`config.mk`:
```
export PLATFORM = sky130hd
export DESIGN_NAME = logic_gates_by_2x1_mux
export DESIGN_NICKNAME = d
export VERILOG_FILES = /design/src/rtl/logic_gates_by_2x1_mux.sv
export SDC_FILE = /design/constraint.sdc
export NUM_CORES = 1
export LEC_CHECK = 0
export BUFFER_PORTS_ARGS = -buffer_cell sky130_fd_sc_hd__buf_2
export CAP_MARGIN = 20
export CORE_AREA = 3 3 40 42
export DETAILED_ROUTE_END_ITERATION = 10
export DIE_AREA = 0 0 43 45
export GPL_TIMING_DRIVEN = 0
export RECOVER_POWER = 25
export SLEW_MARGIN = 25
export SYNTH_ARGS = -nofsm -noshare
export SYNTH_HDL_FRONTEND = slang
export SYNTH_SLANG_ARGS = --single-unit
export TNS_END_PERCENT = 10
```
`constraint.sdc`:
```
create_clock -name clk -period 1.3 [get_ports clk]
set_clock_uncertainty 0.1 [all_clocks]
set_input_delay 0.13 -clock clk [delete_from_list [all_inputs] [get_ports clk]]
set_output_delay 0.13 -clock clk [all_outputs]
set_load 0.02 [all_outputs]
```
`src/rtl/logic_gates_by_2x1_mux.sv`:
```
// Registered AND/OR/NAND/NOR/XOR unit whose datapath is built only from 2:1 muxes.
// Each bit's gates select on a[i] between constants, b[i] and an inverted b[i].

module mux2 (
  input  logic in0,
  input  logic in1,
  input  logic sel,
  output logic out
);
  assign out = sel ? in1 : in0;
endmodule

module logic_gates_by_2x1_mux #(
  parameter int WIDTH = 1
) (
  input  logic             clk,
  input  logic             rst_n,
  input  logic [WIDTH-1:0] a,
  input  logic [WIDTH-1:0] b,
  output logic [WIDTH-1:0] y1,
  output logic [WIDTH-1:0] y2,
  output logic [WIDTH-1:0] y3,
  output logic [WIDTH-1:0] y4,
  output logic [WIDTH-1:0] y5
);

  logic [WIDTH-1:0] nb;
  logic [WIDTH-1:0] and_c;
  logic [WIDTH-1:0] or_c;
  logic [WIDTH-1:0] nand_c;
  logic [WIDTH-1:0] nor_c;
  logic [WIDTH-1:0] xor_c;

  // The inverted b is itself a mux, so NAND, NOR and XOR stay mux-only.
  for (genvar i = 0; i < WIDTH; i++) begin : g_bit
    mux2 u_inv  (.in0(1'b1),  .in1(1'b0),  .sel(b[i]), .out(nb[i]));
    mux2 u_and  (.in0(1'b0),  .in1(b[i]),  .sel(a[i]), .out(and_c[i]));
    mux2 u_or   (.in0(b[i]),  .in1(1'b1),  .sel(a[i]), .out(or_c[i]));
    mux2 u_nand (.in0(1'b1),  .in1(nb[i]), .sel(a[i]), .out(nand_c[i]));
    mux2 u_nor  (.in0(nb[i]), .in1(1'b0),  .sel(a[i]), .out(nor_c[i]));
    mux2 u_xor  (.in0(b[i]),  .in1(nb[i]), .sel(a[i]), .out(xor_c[i]));
  end

  // Reset clears every output, including NAND/NOR which would otherwise idle high.
  always_ff @(posedge clk or negedge rst_n) begin
    if (!rst_n) begin
      y1 <= '0;
      y2 <= '0;
      y3 <= '0;
      y4 <= '0;
      y5 <= '0;
    end else begin
      y1 <= and_c;
      y2 <= or_c;
      y3 <= nand_c;
      y4 <= nor_c;
      y5 <= xor_c;
    end
  end

endmodule

```
==> results of run 1 <==
-- cells in the final DEF (no fill, tap or decap) --
cell type,Yosys,layout
sky130_fd_sc_hd__clkbuf_1,0,2
sky130_fd_sc_hd__dlygate4sd3_1,0,1
sky130_fd_sc_hd__dfrtp_1,5,5
sky130_fd_sc_hd__clkbuf_4,0,3
sky130_fd_sc_hd__inv_1,4,4
sky130_fd_sc_hd__buf_2,0,7
sky130_fd_sc_hd__ha_1,4,4
-- final timing paths --
kind	endpoint	start
min in group asynchronous	y5$_DFF_PN0_	rst_n
max in group asynchronous	y1$_DFF_PN0_	rst_n
worst min-delay path	y1$_DFF_PN0_	b
worst max-delay path	y1	y1$_DFF_PN0_
-- sequential cells by signal, indices dropped and copies added (netlist names) --
register	flops
y3	1
y2	1
y4	1
y5	1
y1	1
-- power groups by stage --
stage / Combinational [mW] / Clock [mW] / Sequential (mW)
2_1_floorplan: 0.00639 / 0 / 0.183
3_3_place_gp: 0.0395 / 0 / 0.170
3_5_place_dp: 0.0397 / 0 / 0.170
4_1_cts: 0.0423 / 0.185 / 0.167
5_1_grt: 0.0456 / 0.187 / 0.168
6_report: 0.0407 / 0.174 / 0.167
-- repair_timing --
| action | CTS | global route |
|---|---|---|
| endpoints found under the hold margin | 5 | 0 |
| hold buffers | 1 | 0 |
| gates resized for setup | 0 | 0 |
-- layer usage --
metal | vias to the layer above | track usage (%)
li1 | 62 | -
met1 | 46 | 3.695
met2 | 11 | 3.892
met3 | 2 | 3.586
met4 | 0 | 9.036
met5 | - | 0
-- layout make-up --
class | instances | area [um2] | share of cell area, %
Sequential cell | 5 | 125.1 | 44.05
Clock buffer | 4 | 26.28 | 9.251
Multi-Input combinational cell | 4 | 50.05 | 17.62
Tap cell | 15 | 18.77 | 6.608
Timing Repair Buffer | 9 | 48.80 | 17.18
Inverter | 4 | 15.01 | 5.286
-- logic make-up (layout without fill, tap and decap cells) --
group / count (synthesis) / after routing / share of synthesized area, %
adders and majority gates: 4 / 4 / 26.32
buffers and inverters: 4 / 17 / 7.892
DFF: 5 / 5 / 65.79
-- stage by stage --
stage / cell area (um2) / util [%]
3_3_place_gp: 249.0 / 19.38
2_1_floorplan: 190.2 / -
6_report: 284.0 / 22.10
3_5_place_dp: 249.0 / 19.38
4_1_cts: 285.3 / 22.20
5_1_grt: 284.0 / 22.10
==> flow_results.org, run 1 <==
** Outcome
- The run finished with clean final reports.

** Timing
- Setup TNS Final :: 0 ps
- Worst slew pin tran :: 132.2 ps
- The count of final max-slew check failures was 0.
- Final setup fails :: 0
- Setup repair after global routing missed its margin :: no
- Hold timing on the final database bottoms out at a slack of 71.75 ps.
- Static timing analysis puts the maximum clock frequency at 1032 MHz.
- Min setup slack post-route :: 330.8 ps
- The final critical path takes up 74.55% of the cycle.
- Final Hold Vio Count :: 0
- In this run the tightest slew margin relative to its limit is 91.19%.
- Counting I/O delays and the setup requirement, the final critical path takes 969.2 ps.

** Routing
- In this run the top signal layer used is met4.
- In this run, the number of DRC markers left after iteration 0 of detailed routing was 1.
- The detailed router put a total of 112 um of wire on met1.
- Met3 Wirelength :: 68 um
- DR vias :: 121
- After detailed routing, the average wire length per cell comes to 7.171 um.
- Wirelength, routed :: 294 um
- The first detailed-routing pass ran for 2 iterations.
- The count of nets left with antenna violations once routing finished came out at 0.
- Post-DR vias/cell :: 2.951
- For this run, design rule violations remaining after detail routing come to 0.
- Met2 WL :: 97 um

** Synthesis
- The commonest cells after synthesis are sky130_fd_sc_hd__dfrtp_1 (5), sky130_fd_sc_hd__ha_1 (4), sky130_fd_sc_hd__inv_1 (4).
- The Yosys step of the flow raised 0 warnings.
- The number of different library cells used by synthesis comes to 3.
- Fraction of registers with async set/reset :: 100.0%
- Post-synth EDFFs :: 0
- Yosys attributes the largest share of cell area to sky130_fd_sc_hd__dfrtp_1 (66%), sky130_fd_sc_hd__ha_1 (26%), sky130_fd_sc_hd__inv_1 (7.9%).
- Number of instances in the synthesized netlist :: 13
- Area share of the largest cell type after synthesis :: 65.79%
- Dominant cell by count in the synthesized netlist :: sky130_fd_sc_hd__dfrtp_1
- Combined area of all synthesized cells :: 190.2 um2
- Counting every net in the synthesized netlist gives 21.
- Yosys top cell by area :: sky130_fd_sc_hd__dfrtp_1
- Sequential elements use 65.79% of the synthesized area.
- Yosys reg bits :: 5
- For this run, the leading register cell type out of synthesis is sky130_fd_sc_hd__dfrtp_1.
- A synthesized cell averages 14.63 um2.

** Power and ir drop
- Summed over all cells, the static leakage comes to 0.1533 nW.
- Net switching is 22.55% of the power.
- Per report_power, the sequential group accounts for 43.8% of the total.
- Power spread over the standard cell area amounts to 1345 mW/mm2.
- Peak ir drop on the vdd network :: 0.2026 mV
- In this run, the combinational gates consume 10.6% of the power.
- Power dissipated by switching net loads :: 0.08618 mW
- The internal portion of the total power is 0.2960 mW.
- In this run, the clock network consumes 45.6% of the power.
- The design draws 0.3821 mW.

** Place
- Last weighted congestion value of the routability-driven placer :: 0.6713
- Worst setup slack after placement :: 501.2 ps
- The count of buffers added on input and output ports is 8.
- Counting tap cells, the placed design contains a total of 36 instances.

** Die
- 9 I/O pins were placed.
- The die covers 0.001935 mm2.
- The core region is 0.001285 mm2.
- Die width :: 43 um
- Measured along the y axis, the die boundary spans 45 um.
- For this configuration, the core starts out at a cell density of 14.80%.
- Count of standard-cell rows :: 13

** Layout
- The count of cells in the finished layout, fillers not included, comes to 41.
- Area growth from synthesis to layout :: 49.34%
- The layout has 137 filler cells.
- Diode insertion count for antenna repair :: 0
- Proportion of layout cells with a drive suffix above 1 :: 38.46%
- Number of nets in the finished design :: 35

** Global routing
- Number of global-route vias before repair :: 128
- Aggregate global routing overflow :: 0
- Antenna violations before repair :: 0
- Wire length of the first global-routing pass :: 462 um
- Largest net degree at the start of global routing :: 6
- Global routing used 4.362% of the available tracks.

** Hold path
- The worst hold path passes through 2 cells.
- Class of the most critical hold timing path :: in2reg

** CTS
- The tree is rooted in a sky130_fd_sc_hd__clkbuf_4.
- For this design, the sink count on the clock tree is 5.
- H-tree lvl count :: 1
- Clk slew on worst S/H paths :: 40 ps
- TritonCTS built the clock tree.
- Post-CTS timing repair inserted 0 buffers for setup.
- Clock buffer depth :: 2
- TritonCTS Buffers :: 3

** Critical path
- Element type at the critical path start :: flop
- CP max-delay cell :: sky130_fd_sc_hd__dfrtp_1
- In this run the worst path has a maximum fanout of 1.
- In this run the number of cells on the critical path is 1.
- Highest cell delay on the worst timing path :: 350 ps
- Worst setup path category :: reg2out
- Critical path endpoint category :: primary output
- Data arrives at the worst endpoint at 740 ps.
- For the worst setup path, the data required time is 1070 ps.
- Together, buffers and inverters on the worst path number 1.
- CP top delay family :: flip-flops
- Critical Path, Cell by Cell :: buf_2

** Flow run
- # Max-Cap Violations :: 0
Note: power is estimated with default switching activity, not from simulation.
==> run 2, diff against run 1 <==
ABC_AREA = 1   (was default)
clock period = 0.9 ns   (was 1.3 ns; I/O delays follow)
==> run 2 against run 1 <==
Net effect:
- the run now ends with negative setup slack left
- total power rose by 49%
- sequential share of layout area fell by 3.6 points
- worst setup slack got worse by 350 ps
- sequential power rose by 47%
- non-clock buffer count did not move
- clock power rose by 45%
- highest routed layer unchanged
==> flow_results.org, run 2 (same netlist as run 1, synthesis figures left out) <==
** Outcome
- The run finished, with violations left.
- The final reports fail on negative setup slack.

** Layout
- Once layout is complete, the utilization of the core stands at 24.05%.
- Diode insertion count for antenna repair :: 0
- The library cell used most frequently in the layout, excluding fill and tap cells, is sky130_fd_sc_hd__dfrtp_1.
- Layout Cells excl Fill :: 41
- Proportion of layout cells with a drive suffix above 1 :: 38.46%
- The finished cells cover 309.0 um2.
- In the layout the commonest cells are sky130_fd_sc_hd__dfrtp_1 (5), sky130_fd_sc_hd__inv_1 (4), sky130_fd_sc_hd__ha_1 (4), sky130_fd_sc_hd__buf_6 (4).
- Number of nets in the finished design :: 35
- Area growth from synthesis to layout :: 62.50%

** Critical path
- CP max-delay cell :: sky130_fd_sc_hd__dfrtp_1
- Critical path depth in cells :: 1
- The setup path with the least slack is of type reg2out.
- Highest cell delay on the worst timing path :: 370 ps
- STA classifies the critical path endpoint as a primary output.
- CP top delay family :: flip-flops
- Largest fanout of any net on the critical path :: 1
- Element type at the critical path start :: flop
- Counting both buffers and inverters, the worst setup path holds a total of 1.
- The critical path goes through buf_6.
- STA puts the critical path data arrival time at 730 ps.
- STA puts the critical path data required time at 710 ps.

** Timing
- Final critical path time including I/O delays and setup :: 922.2 ps
- The tightest hold path in the finished design has a slack of 31.75 ps.
- Once routing completed, OpenROAD measured the worst setup slack at -22.18 ps.
- Setup violations remaining at the end of the flow were counted as 5.
- Setup repair after global routing could not meet its margin everywhere.
- The final critical path takes up 102.5% of the cycle.
- Final Max Slew Viols :: 0
- The hold violation total from the final report is 0.
- Timing would allow up to 1084 MHz.
- Headroom to the max-slew limit :: 91.19%
- Worst slew pin tran :: 132.2 ps

** Hold path
- Class of the most critical hold timing path :: in2reg
- The worst hold path was traced through 2 stages.

** Global routing
- Number of global-route vias before repair :: 128
- Entering global routing, the biggest net connects 6 pins.
- Wire length of the first global-routing pass :: 462 um
- Antenna violations before repair :: 0
- Global routing used 4.362% of the available tracks across all layers.
- Aggregate global routing overflow :: 0

** Die
- The core region is 0.001285 mm2.
- The die covers 0.001935 mm2.
- 9 I/O pins were placed.
- Measured along the y axis, the die boundary spans 45 um.
- The initial utilization of the core area, before any placement, comes to 14.80%.
- Count of standard-cell rows :: 13
- The die is 43 um wide.

** CTS
- TritonCTS Buffers :: 3
- CTS built an H-tree with a depth of 1.
- Clock tree root buffer cell :: sky130_fd_sc_hd__clkbuf_4
- Clock buffer depth :: 2
- TritonCTS built the clock tree.
- Clk slew on worst S/H paths :: 40 ps
- Number of clock sinks :: 5

** Routing
- Post-DR vias/cell :: 2.951
- Drt pass-1 iters :: 2
- DR vias :: 121
- For this block, the initial DRC count from the detailed router was 1.
- Wirelength, routed :: 289 um
- After detailed routing, the number of remaining DRC violations is 0.
- Post-route ant nets :: 0
- Average wire per cell in the routed design :: 7.049 um

** Power and ir drop
- Across the VDD grid, the largest voltage drop is 0.2952 mV.
- Dividing total power by cell area gives a power density of 1838 mW/mm2.
- The analysis attributes to cell leakage a power of 0.1625 nW.

** Place
- The placed instances occupy a cell area of 249.0 um2.
- Worst setup slack after placement :: 141.2 ps
- During placement, the flow inserted port buffers numbering 8.
- The congestion estimate from routability-driven global placement came to 0.6713.
- Counting tap cells, the placed design contains a total of 36 instances.

** Flow run
- The tool flagged a number of max-cap violations equal to 0.
[run 2: changes by cell type in the layout (fill, tap and decap cells not counted)]
cell / before / now
sky130_fd_sc_hd__buf_2: 7 / 3
sky130_fd_sc_hd__buf_6: 0 / 4
[run 2: report_power, final]
group / total (mW) / internal [mW] / leakage (nW) / switching (mW)
Sequential: 0.245 / 0.239 / 0.0580 / 0.00516
Clock: 0.252 / 0.167 / 0.0150 / 0.0845
Combinational: 0.0719 / 0.0346 / 0.0896 / 0.0373
Total: 0.568 / 0.441 / 0.163 / 0.127
[run 2: area by class of cell]
cell class,instances,area [um2]
clock buffers,4,26.28
well taps,15,18.77
repair buffers,9,73.82
fillers,132,975.9
multi-input cells,4,50.05
inverters,4,15.01
flip-flops and latches,5,125.1
[run 2: layer usage]
metal	wire [um]	up-vias	global-route usage (%)
met5	0	-	0
li1	-	62	-
met2	99	11	3.892
met4	15	0	9.036
met3	53	2	3.586
met1	120	46	3.695
[run 2: worst paths after layout]
path	startpoint	to	slack [ps]
setup / recovery	y1$_DFF_PN0_	y1	-20
hold / removal	b	y1$_DFF_PN0_	30
max in group asynchronous	rst_n	y1$_DFF_PN0_	480
min in group asynchronous	rst_n	y5$_DFF_PN0_	90
[run 2: metrics by stage]
step | power, mW | TNS [ps]
CTS | 0.5793 | -168.8
finish | 0.5682 | -102.0
detailed placement | 0.3022 | 0
floorplan | 0.2737 | 0
global placement | 0.3019 | 0
global route | 0.5948 | -207.0
[run 2: what timing repair did]
item | 4_1_cts | 5_1_grt
pin swaps | 0 | 0
hold buffers | 1 | 0
endpoints found under the setup margin | 5 | 5
endpoints found under the hold margin | 5 | 0
resized for setup | 6 | 2
setup buffers | 0 | 0
==> run 3, diff against run 2 <==
GPL_TIMING_DRIVEN = default   (was 0)
clock period = 0.95 ns   (was 0.9 ns; I/O delays follow)
==> run 3 against run 2 <==
Net effect:
- the flow now finishes without violations
- final cell count stayed put
- global-route usage is 0.084 points higher
- clock-buffer cell count stayed put
- via count is 2.5% higher
- total power is 6.6% lower
- largest power group unchanged
==> flow_results.org, run 3 (same netlist as run 1, synthesis figures left out) <==
** Outcome
- Outcome :: completed

** Critical path
- STA classifies the critical path startpoint as a flop.
- CP top delay family :: flip-flops
- The largest individual stage delay along the critical path comes from the cell sky130_fd_sc_hd__dfrtp_1.
- Together, buffers and inverters on the worst path number 1.
- For the worst setup path, the data arrival time is 740 ps.
- WP data required :: 750 ps
- Highest cell delay on the worst timing path :: 350 ps
- Largest fanout of any net on the critical path :: 1
- The setup path with the least slack is of type reg2out.
- STA classifies the critical path endpoint as a primary output.
- Critical Path, Cell by Cell :: buf_2

** Global routing
- Antenna violations before repair :: 0
- Met2 track utilization from global routing :: 4.192%
- The number of global-route vias before repair was 128.
- Entering global routing, the biggest net connects 6 pins.
- The first global-routing pass estimated 476 um of wire.
- The total overflow left after global routing is 0.
- Global routing usage on met1 :: 3.695%
- Global routing used 3.586% of the available met3 tracks.
- The layer flagged by global routing as most heavily used is met4.
- Total global routing track utilization :: 4.446%

** Routing
- Wirelength, routed :: 289 um
- The detail route stage leaves a number of antenna-violating nets equal to 0.
- In the routed layout, each cell is associated on average with a via count of 3.024.
- Average wire per cell in the routed design :: 7.049 um
- In the routed design, unresolved DRC markers number 0.
- DR vias :: 124
- Iter 0 DRT Violations :: 0
- For this run, the detailed router's first-pass iteration total came to 1.

** Layout
- Storage element area :: 125.1 um2
- The repair_antennas step left the layout with diodes totalling 0.
- Area growth from synthesis to layout :: 55.92%
- After filler insertion, the fill cell instance count of the layout stands at 144.
- Number of nets in the finished design :: 35
- Final non-filler cell area :: 296.5 um2
- Area taken by multi-input logic gates :: 50.05 um2
- Proportion of layout cells with a drive suffix above 1 :: 38.46%
- Commonest cells after routing, fill and taps aside :: sky130_fd_sc_hd__buf_2 (5), sky130_fd_sc_hd__dfrtp_1 (5), sky130_fd_sc_hd__inv_1 (4), sky130_fd_sc_hd__ha_1 (4), sky130_fd_sc_hd__clkbuf_4 (3)
- Once layout is complete, the utilization of the core stands at 23.08%.

** Timing
- Setup violations remaining at the end of the flow were counted as 0.
- Final Hold Vio Count :: 0
- Final critical path time including I/O delays and setup :: 932.0 ps
- Period utilization :: 98.11%
- Final Max Slew Viols :: 0
- Setup repair after global routing could not meet its margin everywhere.
- Worst slew pin tran :: 132.6 ps
- Highest clock frequency the design can meet :: 1073 MHz
- Headroom to the max-slew limit :: 91.16%

** Power and ir drop
- Share of total power consumed by net switching :: 22.65%
- Dividing total power by cell area gives a power density of 1789 mW/mm2.
- Of the total power, registers draw 43.3%.
- Internal power consumption :: 0.4103 mW
- For this design the total switching power over the nets is 0.1201 mW.
- The analysis attributes to cell leakage a power of 0.1575 nW.
- IR analysis of the VDD net gives a maximum drop of 0.2803 mV.
- Logic gate share of total power :: 11.5%
- The clock network accounts for 45.1% of the total power.

** Die
- Die width :: 43 um
- Core Footprint :: 0.001285 mm2
- Count of standard-cell rows :: 13
- For this design the top-level I/O count stands at 9.
- Initial core utilization :: 14.80%
- The die covers 0.001935 mm2.
- The die is 45 um tall.

** CTS
- TritonCTS Buffers :: 3
- In this run the number of H-tree levels came out at 1.
- CTS saw 5 sinks.
- The tree is rooted in a sky130_fd_sc_hd__clkbuf_4.
- Post-CTS timing repair inserted 0 buffers for setup.
- Clock buffer depth :: 2
- TritonCTS built the clock tree.
- Clk slew on worst S/H paths :: 40 ps

** Place
- In this run the tool buffered the top-level ports with 8 buffer cells.
- In this run the cell area measured after placement is 249.0 um2.
- Routability-driven placement finished with a final weighted congestion of 0.6581.

** Flow run
- The tool flagged a number of max-cap violations equal to 0.

** Hold path
- The tightest min-delay check is of the in2reg type.
## run 3: cell count changes in the layout (fill, tap and decap cells not counted)
| cell | previous run | this run |
|---|---|---|
| sky130_fd_sc_hd__buf_2 | 3 | 5 |
| sky130_fd_sc_hd__buf_6 | 4 | 2 |
## run 3: final cells by class
class,count,share of cell area [%]
inverter,4,5.063
multi-input combinational,4,16.88
clock buffer,4,8.861
sequential,5,42.19
timing repair buffer,9,20.68
tap,15,6.329
## run 3: repair_timing
action	in CTS	in global routing
endpoints found under the setup margin	0	3
gates resized for setup	0	4
hold endpoints to repair	5	0
hold buffers	1	0
## run 3: layer usage
metal  wire length, um  up-vias
met5                 0        -
met4                15        0
met3                57        2
met2                99       11
met1               116       50
li1                  -       61
## run 3: power by group through the flow
stage | logic, mW | clock network (mW) | registers [mW]
final | 0.0610 | 0.239 | 0.230
after global routing | 0.0683 | 0.256 | 0.231
after CTS | 0.0583 | 0.253 | 0.229
after detailed placement | 0.0551 | 0 | 0.232
after global placement | 0.0543 | 0 | 0.232
after floorplan | 0.00875 | 0 | 0.251
## run 3: per-stage QoR
stage                     worst slack (ps)  power (mW)  instances  hold WS [ps]  TNS (ps)
after global placement               177.5      0.2862         36        -190.9         0
after CTS                            4.835      0.5399         41         41.56         0
after detailed placement             174.3      0.2869         36        -189.2         0
after global routing                -2.203      0.5552         41         51.39    -4.343
after floorplan                      329.2      0.2593         13        -300.6         0
final                                17.99      0.5304         41         48.39         0
## run 3: final timing paths
path	startpoint	to	slack [ps]	depth (start not counted)
max in group asynchronous	rst_n	y4$_DFF_PN0_	530	2
min in group asynchronous	rst_n	y5$_DFF_PN0_	90	2
worst min-delay path	b	y1$_DFF_PN0_	50	2
worst max-delay path	y4$_DFF_PN0_	y4	20	1
